## src/rtl/counter_request_arbiter.sv

```systemverilog
// Grants up/down/load requests (four-phase req/ack) one at a time to a shared
// counter and pushes every resulting value into the downstream FIFO before acking.
module counter_request_arbiter #(
   parameter int WIDTH          = 4,
   parameter bit ROUND_ROBIN    = 1'b0,
   parameter bit DROP_WHEN_FULL = 1'b0
) (
   input  logic             systemClock,
   input  logic             resetButton,
   input  logic             upReq,
   output logic             upAck,
   input  logic             downReq,
   output logic             downAck,
   input  logic             loadReq,
   output logic             loadAck,
   input  logic [WIDTH-1:0] switches,
   output logic [WIDTH-1:0] counter,
   output logic             fifoWrite,
   output logic [WIDTH-1:0] fifoData,
   input  logic             fifoFull,
   output logic             busy,
   output logic [7:0]       droppedCount
);

   typedef enum logic [2:0] {IDLE, EXEC, PUSH, ACK, RELEASE} state_t;
   typedef enum logic [1:0] {SEL_UP, SEL_DOWN, SEL_LOAD} sel_t;

   state_t     state;
   sel_t       sel;
   sel_t       winner;
   logic       rrLastUp;
   logic       ackOn;
   logic       selReq;
   logic [2:0] reqVec;
   logic [2:0] armed;
   logic [2:0] eligible;

   // Bit order {load, down, up}; a requester only counts once it has been seen low.
   assign reqVec   = {loadReq, downReq, upReq};
   assign eligible = armed & reqVec;

   always_comb begin
      winner = SEL_UP;
      if (eligible[2])
         winner = SEL_LOAD;
      else if (eligible[0] && eligible[1])
         winner = (ROUND_ROBIN && rrLastUp) ? SEL_DOWN : SEL_UP;
      else if (eligible[0])
         winner = SEL_UP;
      else if (eligible[1])
         winner = SEL_DOWN;
   end

   always_comb begin
      selReq = 1'b0;
      case (sel)
         SEL_UP:   selReq = upReq;
         SEL_DOWN: selReq = downReq;
         SEL_LOAD: selReq = loadReq;
         default:  selReq = 1'b0;
      endcase
   end

   always_ff @(posedge systemClock) begin
      if (resetButton) begin
         state        <= IDLE;
         sel          <= SEL_UP;
         rrLastUp     <= 1'b0;
         ackOn        <= 1'b0;
         armed        <= 3'b000;
         counter      <= '0;
         fifoWrite    <= 1'b0;
         fifoData     <= '0;
         droppedCount <= 8'd0;
      end else begin
         armed     <= armed | ~reqVec;
         fifoWrite <= 1'b0;
         case (state)
            IDLE: begin
               if (|eligible) begin
                  sel   <= winner;
                  state <= EXEC;
                  if (winner != SEL_LOAD)
                     rrLastUp <= (winner == SEL_UP);
               end
            end
            EXEC: begin
               case (sel)
                  SEL_UP:   counter <= counter + WIDTH'(1);
                  SEL_DOWN: counter <= counter - WIDTH'(1);
                  default:  counter <= switches;
               endcase
               state <= PUSH;
            end
            PUSH: begin
               if (!fifoFull) begin
                  fifoWrite <= 1'b1;
                  fifoData  <= counter;
                  state     <= ACK;
               end else if (DROP_WHEN_FULL) begin
                  if (droppedCount != 8'hFF)
                     droppedCount <= droppedCount + 8'd1;
                  state <= ACK;
               end
            end
            // Ack rises one cycle after entering ACK so it trails the write strobe.
            ACK: begin
               if (!ackOn)
                  ackOn <= 1'b1;
               else if (!selReq) begin
                  ackOn <= 1'b0;
                  state <= RELEASE;
               end
            end
            RELEASE: state <= IDLE;
            default: state <= IDLE;
         endcase
      end
   end

   assign upAck   = ackOn && (sel == SEL_UP);
   assign downAck = ackOn && (sel == SEL_DOWN);
   assign loadAck = ackOn && (sel == SEL_LOAD);
   assign busy    = (state != IDLE);

endmodule

```

## config.mk

```make
export PLATFORM = sky130hd
export DESIGN_NAME = counter_request_arbiter
export DESIGN_NICKNAME = d
export VERILOG_FILES = /design/src/rtl/counter_request_arbiter.sv
export SDC_FILE = /design/constraint.sdc
export NUM_CORES = 1
export LEC_CHECK = 0
export BUFFER_PORTS_ARGS = -buffer_cell sky130_fd_sc_hd__buf_2
export CAP_MARGIN = 20
export CELL_PAD_IN_SITES_DETAIL_PLACEMENT = 0
export CELL_PAD_IN_SITES_GLOBAL_PLACEMENT = 1
export CORE_UTILIZATION = 35
export CTS_BUF_LIST = sky130_fd_sc_hd__clkbuf_4 sky130_fd_sc_hd__clkbuf_8
export DETAILED_ROUTE_END_ITERATION = 8
export PLACE_DENSITY_LB_ADDON = 0.1
export SLEW_MARGIN = 20
export SYNTH_ARGS = -nofsm -noshare
export SYNTH_HDL_FRONTEND = slang
export SYNTH_SLANG_ARGS = --single-unit
```

## constraint.sdc

```tcl
create_clock -name systemClock -period 3.5 [get_ports systemClock]
set_clock_uncertainty 0.05 [all_clocks]
set_input_delay 0.35 -clock systemClock [delete_from_list [all_inputs] [get_ports systemClock]]
set_output_delay 0.35 -clock systemClock [all_outputs]
set_load 0.05 [all_outputs]
```

==> insert_results.sql <==
INSERT INTO impl_metrics (metric_group, metric, value, unit) VALUES
('clock_network', 'cts_max_path_buffers', '2', ''),
('power', 'power.sequential.fraction', '48.1', '%'),
('worst_setup_path', 'r2r_setup_slack', '1.49', 'ns'),
('clock_network', 'cts_inserted_buffers', '3', ''),
('sta', 'timing.final.ws_setup', '1.49', 'ns'),
('clock_network', 'clock_tree.root_cell', 'clkbuf_4', ''),
('floorplan', 'fp.dieW', '54.4', 'um'),
('sta', 'tns', '0', 'ns'),
('cells_and_area', 'antenna_cells', '0', ''),
('floorplan', 'effective_utilization_at_floorplan', '37.8', '%'),
('worst_setup_path', 'path_max_fanout', '15', ''),
('drt', 'number_of_nets_with_antenna_violations_after_detailed_routing', '0', ''),
('sta', 'setup_repair_after_global_routing_missed_its_margin', 'false', ''),
('global_routing', 'grt_antenna_before_repair', '0', ''),
('yosys', 'cell_area_synth', '961', 'um^2'),
('worst_setup_path', 'endpoint', 'counter[2]', ''),
('power', 'max-vdd-ir-drop', '245', 'uV'),
('sta', 'max_clock_freq', '498', 'MHz'),
('floorplan', 'dieArea', '2960', 'um^2'),
('yosys', 'ys_seq_elements', '18', ''),
('sta', 'finalHoldViolCount', '0', ''),
('drt', 'wl', '1.88', 'mm'),
('floorplan', 'die_y', '54.4', 'um'),
('sta', 'timing.final.crit_share', '57.4', '%'),
('power', 'power_switching', '186', 'uW'),
('drt', 'via_count', '795', ''),
('clock_network', 'cts_resized', '0', ''),
('cells_and_area', 'nFillCells', '281', ''),
('worst_setup_path', 'cp.arrival', '2.16', 'ns'),
('power', 'share_comb_of_total_power', '27.1', '%'),
('cells_and_area', 'finish.instance_area', '1060', 'um^2'),
('power', 'power.share.switching', '36.2', '%'),
('sta', 'final_period_minus_worst_setup_slack', '2.01', 'ns'),
('global_routing', 'grt_max_degree', '19', ''),
('clock_network', 'clk_transition_reported_paths', '0.10', 'ns'),
('clock_network', 'worst_skew_pair.late_latency', '0.29', 'ns'),
('worst_setup_path', 'worstSetupStartpointType', 'flip-flop', ''),
('worst_setup_path', 'worst_r2r_endpoint', 'counter[2]', ''),
('sta', 'timing_max_transition_violations_final', '0', ''),
('worst_setup_path', 'worst_reg_to_reg_path_cell_count', '6', ''),
('yosys', 'synth_top_flop_cell', 'dfxtp_1', ''),
('yosys', 'ys.warnings.count', '0', ''),
('yosys', 'synth_edf_count', '0', ''),
('sta', 'min_hold_slack', '0.207', 'ns'),
('cells_and_area', 'nets', '137', ''),
('worst_setup_path', 'worstSetupStartpoint', 'sel[1]', ''),
('power', 'internal_power', '328', 'uW'),
('clock_network', 'post_cts_hold_buffer_count', '0', ''),
('place', 'gp_routability_congestion', '0.727', ''),
('min_path', 'hold_path.class', 'input port to flip-flop', ''),
('cells_and_area', 'drive_above_1_share', '23.2', '%'),
('worst_setup_path', 'regToRegStartpoint', 'sel[1]', ''),
('drt', 'drt_first_pass_iters', '4', ''),
('floorplan', 'coreArea', '2540', 'um^2'),
('place', 'detailedPlacementHpwl', '1.35', 'mm'),
('floorplan', 'ioPinCount', '31', ''),
('yosys', 'async_reset_ff_share', '0', '%'),
('worst_setup_path', 'cp_data_required_time', '3.65', 'ns'),
('yosys', 'yosysSeqAreaShare', '37.5', '%'),
('place', 'dp_slack', '1.55', 'ns'),
('yosys', 'synthesized_netlist_cell_count', '107', ''),
('drt', 'post_drt_wl_per_cell', '12.1', 'um'),
('global_routing', 'grt_pass1_wl', '3.04', 'mm'),
('power', 'total_leakage_power', '0.463', 'nW'),
('run', 'maxCapViolations', '0', ''),
('power', 'clock_power_share', '24.9', '%'),
('sta', 'setup_viol_count_final', '0', ''),
('drt', 'via_per_inst', '5.13', ''),
('clock_network', 'cts_tree', 'yes', ''),
('worst_setup_path', 'kind_of_end_point_of_the_critical_path', 'flip-flop', ''),
('run_status', 'status', 'finished clean', '');
[worst max-delay path, cell delays in order (launching register included)]
cell	delay, ns
dfxtp_1	0.63
and2b_1	0.28
xor2_1	0.16
ha_1	0.20
nor4b_1	0.25
a21oi_1	0.07
a311oi_1	0.29
[stage by stage]
stage | total power, mW | util (%) | cells
after floorplan | 0.374 | - | 114
after global placement | 0.392 | 40.4 | 151
after detailed placement | 0.392 | 40.4 | 151
after CTS | 0.520 | 41.8 | 155
after global routing | 0.545 | 41.8 | 155
final | 0.514 | 41.8 | 155
[cells by family (layout without fill, tap and decap cells)]
group / count (synthesis) / count (layout) / synth area share (%)
adders and majority gates: 1 / 1 / 1.30
buffers and inverters: 19 / 30 / 12.6
muxes: 7 / 7 / 7.29
DFF: 18 / 18 / 37.5
other: 1 / 8 / 0.390
AOI/OAI and AO/OA: 25 / 25 / 16.5
and+or+nand+nor: 35 / 35 / 23.4
xor gates and xnor gates: 1 / 1 / 0.912
[power by group through the flow]
stage / Combinational, mW / Sequential (mW) / Clock (mW)
after floorplan: 0.110 / 0.264 / 0
after global placement: 0.140 / 0.252 / 0
after detailed placement: 0.140 / 0.252 / 0
after CTS: 0.140 / 0.247 / 0.132
after global routing: 0.154 / 0.251 / 0.141
final: 0.139 / 0.247 / 0.128
[sequential cells by signal, indices dropped and copies added (netlist names)]
register / cells
sel: 2
counter: 4
ackOn: 1
fifoWrite: 1
fifoData: 4
armed: 3
state: 3
[cells in the mapped netlist, types with 3 or more instances]
master / n / area [um^2]
dfxtp_1: 18 / 360
a21oi_1: 10 / 50.1
buf_4: 9 / 67.6
nor2_1: 9 / 33.8
mux2i_1: 7 / 70.1
a211oi_1: 4 / 30.0
inv_1: 4 / 15.0
nand3_1: 3 / 15.0
nor3_1: 3 / 15.0
[worst min path at each step]
stage                         from        to  slack [ns]  cells past startpoint
after CTS                    upReq  armed[0]        0.20                      2
after global placement    armed[0]  armed[0]        0.39                      2
after global routing         upReq  armed[0]        0.20                      2
after floorplan           armed[0]  armed[0]        0.38                      2
after detailed placement  armed[0]  armed[0]        0.39                      2
final                        upReq  armed[0]        0.21                      2
[layout by cell type, fill, tap and decap left out, types with 2 or more instances in the layout]
cell / instances
nor3b_1: 2
nand2_1: 2
nand3b_1: 2
nand3_1: 3
nor2_1: 9
clkbuf_4: 3
o211ai_1: 2
inv_1: 4
a31oi_1: 2
nor4_1: 2
o21ai_0: 2
nor2b_1: 2
dfxtp_1: 18
and3_1: 2
a21oi_1: 10
conb_1: 8
nor3_1: 3
buf_2: 22
a211oi_1: 4
mux2i_1: 7
[final cells by class]
cell class,count,area (um^2),share of cell area [%]
inverter,4,15.0,1.41
multi-input combinational,77,505,47.5
tap,30,37.5,3.53
sequential,18,360,33.8
clock buffer,4,36.3,3.41
timing repair buffer,22,110,10.3
[routing by layer]
layer	GRT usage (%)	up-vias	routed length [um]
li1	-	402	-
met3	3.33	4	67
met2	20.5	17	829
met5	0	-	0
met1	20.4	372	955
met4	5.13	0	27
Power figures use the tool's default switching activity.
